===== config.mk =====
export PLATFORM = sky130hd
export DESIGN_NAME = sha256_block_fetch
export DESIGN_NICKNAME = d
export VERILOG_FILES = /design/src/rtl/sha256_pkg.sv /design/src/rtl/sha256_block_fetch.sv
export SDC_FILE = /design/constraint.sdc
export NUM_CORES = 1
export LEC_CHECK = 0
export ABC_AREA = 1
export BUFFER_PORTS_ARGS = -buffer_cell sky130_fd_sc_hd__buf_4
export CORE_AREA = 2 2 224 226
export DETAILED_ROUTE_END_ITERATION = 8
export DIE_AREA = 0 0 226 228
export PLACE_DENSITY = 0.75
export SYNTH_ARGS = -nofsm -noshare
export SYNTH_HDL_FRONTEND = slang
export SYNTH_SLANG_ARGS = --single-unit

===== constraint.sdc =====
create_clock -name clk -period 26.7 [get_ports clk]
set_clock_uncertainty 0.15 [all_clocks]
set_input_delay 5.34 -clock clk [delete_from_list [all_inputs] [get_ports clk]]
set_output_delay 5.34 -clock clk [all_outputs]
set_load 0.005 [all_outputs]

===== src/rtl/sha256_pkg.sv =====
// sha256_pkg: shared definitions for the SHA-256 message feeder.
//   state_t      - block fetch FSM states
//   PAD_WORD     - word that carries the 0x80 padding marker
//   BLOCK_WORDS  - 32-bit words per 512-bit block
//   num_blocks() - padded block count for a message of n words
package sha256_pkg;

    typedef enum logic [1:0] {
        IDLE  = 2'd0,
        FETCH = 2'd1,
        VALID = 2'd2,
        DONE  = 2'd3
    } state_t;

    localparam logic [31:0] PAD_WORD    = 32'h8000_0000;
    localparam int          BLOCK_WORDS = 16;

    // One marker word plus two length words must fit after the message.
    function automatic int num_blocks(input int n);
        return (n + 2) / BLOCK_WORDS + 1;
    endfunction

endpackage


===== src/rtl/sha256_block_fetch.sv =====
// sha256_block_fetch: reads an NUM_OF_WORDS-word message from a synchronous
// word-addressed memory, applies SHA-256 padding and hands it to the
// compression core one 512-bit block at a time.
//
// Ports
//   clk, rst        - clock, asynchronous active-high reset
//   start           - begin a message (only honoured in IDLE)
//   input_addr      - word address of message word 0, sampled with start
//   mem_addr        - memory read address (registered)
//   mem_read_data   - memory data, one cycle after mem_addr
//   blk_valid/ready - block handshake
//   blk_data        - padded block, word 0 in [511:480]
//   blk_last        - block on blk_data is the final one
//   busy            - FSM not in IDLE
//   done            - one-cycle pulse after the final handshake
//
// state | meaning
// IDLE  | waiting for start
// FETCH | cnt 0..16: issue reads for cnt<16, capture word cnt-1 for cnt>=1
// VALID | block presented, waiting for blk_ready
// DONE  | single-cycle done pulse
module sha256_block_fetch
    import sha256_pkg::*;
#(
    parameter int NUM_OF_WORDS = 40
) (
    input  logic         clk,
    input  logic         rst,
    input  logic         start,
    input  logic [15:0]  input_addr,
    output logic [15:0]  mem_addr,
    input  logic [31:0]  mem_read_data,
    output logic         blk_valid,
    input  logic         blk_ready,
    output logic [511:0] blk_data,
    output logic         blk_last,
    output logic         busy,
    output logic         done
);

    localparam int          NB      = num_blocks(NUM_OF_WORDS);
    localparam logic [31:0] N_W     = 32'(NUM_OF_WORDS);
    localparam logic [31:0] LAST_B  = 32'(NB - 1);
    localparam logic [31:0] BIT_LEN = 32'(32 * NUM_OF_WORDS);

    state_t      state, state_nxt;
    logic [31:0] blk_idx, blk_idx_nxt;
    logic [4:0]  cnt, cnt_nxt;
    logic [15:0] base_addr, base_nxt;

    logic [31:0] g_fetch;
    logic        fetch_en;
    logic [3:0]  cap_j;
    logic [31:0] g_cap;
    logic        cap_en;
    logic [31:0] cap_word;

    always_ff @(posedge clk or posedge rst) begin
        if (rst) begin
            state <= IDLE;
        end else begin
            state <= state_nxt;
        end
    end

    always_comb begin
        state_nxt   = state;
        blk_idx_nxt = blk_idx;
        cnt_nxt     = cnt;
        base_nxt    = base_addr;
        case (state)
            IDLE: begin
                if (start) begin
                    state_nxt   = FETCH;
                    blk_idx_nxt = 32'd0;
                    cnt_nxt     = 5'd0;
                    base_nxt    = input_addr;
                end
            end
            FETCH: begin
                if (cnt == 5'd16) begin
                    state_nxt = VALID;
                end else begin
                    cnt_nxt = cnt + 5'd1;
                end
            end
            VALID: begin
                if (blk_ready) begin
                    if (blk_idx == LAST_B) begin
                        state_nxt = DONE;
                    end else begin
                        state_nxt   = FETCH;
                        blk_idx_nxt = blk_idx + 32'd1;
                        cnt_nxt     = 5'd0;
                    end
                end
            end
            DONE: begin
                state_nxt = IDLE;
            end
            default: begin
                state_nxt = IDLE;
            end
        endcase
    end

    // mem_addr is registered, so it is loaded with the address belonging to
    // the counter value being entered; data then arrives one cycle later.
    assign g_fetch  = {blk_idx_nxt[27:0], 4'b0000} + {27'd0, cnt_nxt};
    assign fetch_en = (state_nxt == FETCH) && (cnt_nxt < 5'd16) && (g_fetch < N_W);

    // Word captured at this edge was addressed two counter steps earlier.
    assign cap_j  = 4'(cnt - 5'd1);
    assign g_cap  = {blk_idx[27:0], 4'b0000} + {28'd0, cap_j};
    assign cap_en = (state == FETCH) && (cnt != 5'd0);

    always_comb begin
        cap_word = 32'd0;
        if (g_cap < N_W) begin
            cap_word = mem_read_data;
        end else if (g_cap == N_W) begin
            cap_word = PAD_WORD;
        end else if ((blk_idx == LAST_B) && (cap_j == 4'd15)) begin
            cap_word = BIT_LEN;
        end
    end

    always_ff @(posedge clk or posedge rst) begin
        if (rst) begin
            blk_idx   <= 32'd0;
            cnt       <= 5'd0;
            base_addr <= 16'd0;
            mem_addr  <= 16'd0;
            blk_data  <= '0;
        end else begin
            blk_idx   <= blk_idx_nxt;
            cnt       <= cnt_nxt;
            base_addr <= base_nxt;
            if (fetch_en) begin
                mem_addr <= base_nxt + g_fetch[15:0];
            end
            // ~cap_j selects word slot 15-j, putting word 0 at the top.
            if (cap_en) begin
                blk_data[{~cap_j, 5'b00000} +: 32] <= cap_word;
            end
        end
    end

    assign blk_valid = (state == VALID);
    assign blk_last  = (state == VALID) && (blk_idx == LAST_B);
    assign busy      = (state != IDLE);
    assign done      = (state == DONE);

endmodule


==> results_dict.tcl <==
set metrics [dict create \
    min_path_type "flop to flop" \
    p_per_area_nw_per_um2 126 \
    insertion_delay_ps 630 \
    crit_slowest_cell "inv_2" \
    total_power_mw 3.99 \
    timing.rr.end "mem_addr[14]$_DFFE_PP0P_" \
    multi_input_area_um2 9030 \
    synth_edf_count 0 \
    cp.depth 24 \
    wl_per_cell_um 22.8 \
    hold_violations 0 \
    post_cts_resized 0 \
    overflow 0 \
    timing.critical_path.from "start" \
    max_freq_mhz 109 \
    path_common_cell "nand2_1" \
    fin_cells 4111 \
    wl_met1_um 36500 \
    p_switching_mw 1.52 \
    route.detailed.drc 0 \
    rrSetupSlack_ps 21170 \
    ys_async_sr_fraction_pct 100 \
    rsz0062_at_grt "no" \
    drt_wl_total_um 93700 \
    grt_max_degree 174 \
    cts.sinks 583 \
    seq_power_share_pct 38.4 \
    postCtsSetupRepairBufs 0 \
    status "finished clean" \
    core_um2 49300 \
    gp_congestion 0.944 \
    nNetsFinal 3464 \
    post-route-period-util_pct 34.5 \
    ys_seq_area_share_pct 58.9 \
    critical_path_class "primary input to flop" \
    p_int_mw 2.46 \
    synth_area_per_cell_um2 8.68 \
    netlist_instances 2854 \
    vias 22930 \
    tightest_slew_ps 1220 \
    holdBufCountCts 0 \
    antenna_found_initial 4 \
    crit_family "simple AND/OR/NAND/NOR gates" \
    crit_path_end "mem_addr[14]$_DFFE_PP0P_" \
    worstSetupEndpointType "flop" \
    crit_fanout 37 \
    slew_viol_final 0 \
    crit_arrival_ps 9590 \
    die_w_um 226 \
    cts_made_buffers 59 \
    setup-tns-final_ps 0 \
    wl_met3_um 8570 \
    vias_per_cell 5.58 \
    r2r-start "state[0]$_DFF_PP0_" \
    wl_met2_um 42500 \
    setup_viol 0 \
    path_cells "buf_4, inv_1, nor2_1, inv_2, o21ai_0, a21oi_1, ha_1, ha_1, nand4_1, nor2_1, nand2_1, inv_1, nand2_1, nand2_1, inv_1, ha_1, nand2_1, nor2_1, nand3_1, o2111ai_1, a31oi_1, xor2_1, nand3_1, nand2_1" \
    cp.required_ps 27080 \
    clkPwrFrac_pct 21.4 \
    track_usage_pct 36.0 \
    power.leakage_nw 16.2 \
    critPathBufInv 5 \
    fillers 4166 \
    netlist_area_um2 24800 \
    die_h_um 228 \
    ys_ff_latch 583 \
    drtPass1Iterations 6 \
    top_layer "met4" \
    dieArea_um2 51500 \
    synthFlopType "dfrtp_1" \
    drive_gt1_share_pct 22.8 \
    slew_headroom_pct 18.3 \
    period_needed_ps 9200 \
    syn-num-nets 2932 \
    synth.distinct_cells 43 \
    cts_buffer_depth 3 \
    synthToLayoutAreaGrowth_pct 28.0 \
    peakVddDrop_mv 0.0639 \
    worstSetupStartpointType "primary input" \
    cts_tree "built" \
    antenna_left 0 \
    fp-row-count 82 \
    r2r_cells 24 \
    initial_utilization_pct 50.2 \
    sw_frac_of_total_pct 38.2 \
    slowest_delay_ps 580 \
    hold_depth 2 \
    layout_common_cells "1003 x nand2_1, 600 x buf_4, 583 x dfrtp_1, 524 x o21ai_0, 155 x inv_1" \
    grt_pass1_vias 21754 \
    seqCellArea_um2 14600 \
    yosysWarningCount 0 \
    layout_commonest_cell "nand2_1" \
    cts-htree-levels 2 \
    hpwlAfterDp_um 67900 \
    drt-initial-drc-count 2571 \
    dpl.cell_count 3997 \
    clockRootBuffer "clkbuf_16" \
    io_pins 584 \
    io_buffers 583 \
    cap_violations 0 \
    power_frac_comb_pct 40.2 \
    grt_pass1_wl_um 139000 \
    cts.clk_slew.worst_paths_ps 70 \
]
synth_stat cells, drive strengths merged (2+ instances only):
library cell	count	area [um2]
nand2	1021	3860
dfrtp	583	14600
o21ai	526	2630
inv	172	648
nor2	150	726
nand3	140	741
clkbuf	117	439
ha	25	313
nand4	25	163
a21oi	22	110
xor2	15	131
buf	13	96.3
nor3	11	55.1
o31ai	11	82.6
clkinv	4	16.3
xnor2	4	35.0
a31oi	2	12.5
or2	2	12.5
stage by stage:
stage               area (um2)  hold slack, ps  setup slack [ps]  util, %
floorplan                24800             292              4900        -
global placement         29700             316             17010     60.1
detailed placement       29700             315             16970     60.1
CTS                      31700             334             17630     64.2
global route             31700             351             16970     64.2
finish                   31700             333             17500     64.2
metal layers:
layer / up-vias / global-route usage (%)
li1: 10303 / -
met1: 11215 / 47.2
met2: 1179 / 55.1
met3: 233 / 8.13
met4: 0 / 20.7
met5: - / 0
kinds of logic (layout without fill, tap and decap cells):
| family | count (synthesis) | after routing | synth area share, % |
|---|---|---|---|
| buf+inv | 306 | 887 | 4.85 |
| flops | 583 | 583 | 58.9 |
| compound gates | 567 | 567 | 11.7 |
| other cells | 0 | 4 | 0 |
| simple gates | 1353 | 1353 | 22.6 |
| xor+xnor | 19 | 19 | 0.672 |
| fa+ha+maj | 26 | 26 | 1.34 |
power by group through the flow:
stage | registers (mW) | logic, mW | clock network (mW)
2_1_floorplan | 1.51 | 0.645 | 0
3_3_place_gp | 1.52 | 1.56 | 0
3_5_place_dp | 1.53 | 1.59 | 0
4_1_cts | 1.52 | 1.60 | 0.857
5_1_grt | 1.57 | 1.74 | 0.893
6_report | 1.53 | 1.60 | 0.853
sequential cells by signal, indices dropped and copies added, names as in the netlist:
| signal | count |
|---|---|
| cnt | 5 |
| mem_addr | 16 |
| state | 2 |
| base_addr | 16 |
| blk_data | 512 |
| blk_idx | 32 |
cell type report:
class / count / area share (%)
Sequential cell: 583 / 46.0
Clock buffer: 84 / 5.34
Clock inverter: 26 / 1.01
Multi-Input combinational cell: 1965 / 28.5
Inverter: 176 / 2.12
Timing Repair Buffer: 601 / 14.3
Antenna cell: 4 / 0.0316
Tap cell: 672 / 2.65
worst min-delay path by stage:
stage	startpoint	end	slack, ps
floorplan	base_addr[3]$_DFF_PP0_	base_addr[3]$_DFF_PP0_	290
global placement	blk_data[454]$_DFFE_PP0P_	blk_data[454]$_DFFE_PP0P_	320
detailed placement	mem_addr[12]$_DFFE_PP0P_	mem_addr[12]$_DFFE_PP0P_	320
CTS	base_addr[4]$_DFF_PP0_	base_addr[4]$_DFF_PP0_	330
global route	blk_data[269]$_DFFE_PP0P_	blk_data[269]$_DFFE_PP0P_	350
finish	base_addr[4]$_DFF_PP0_	base_addr[4]$_DFF_PP0_	330
worst reg2reg max path, delay by kind of cell, from the launching register on:
family          cells  cell delay, ps
simple gates       12            1640
buf+inv             4             970
fa+ha+maj           3             880
flops               1             870
compound gates      4             770
xor+xnor            1             160
No activity file was read; power rests on OpenSTA's default activity.
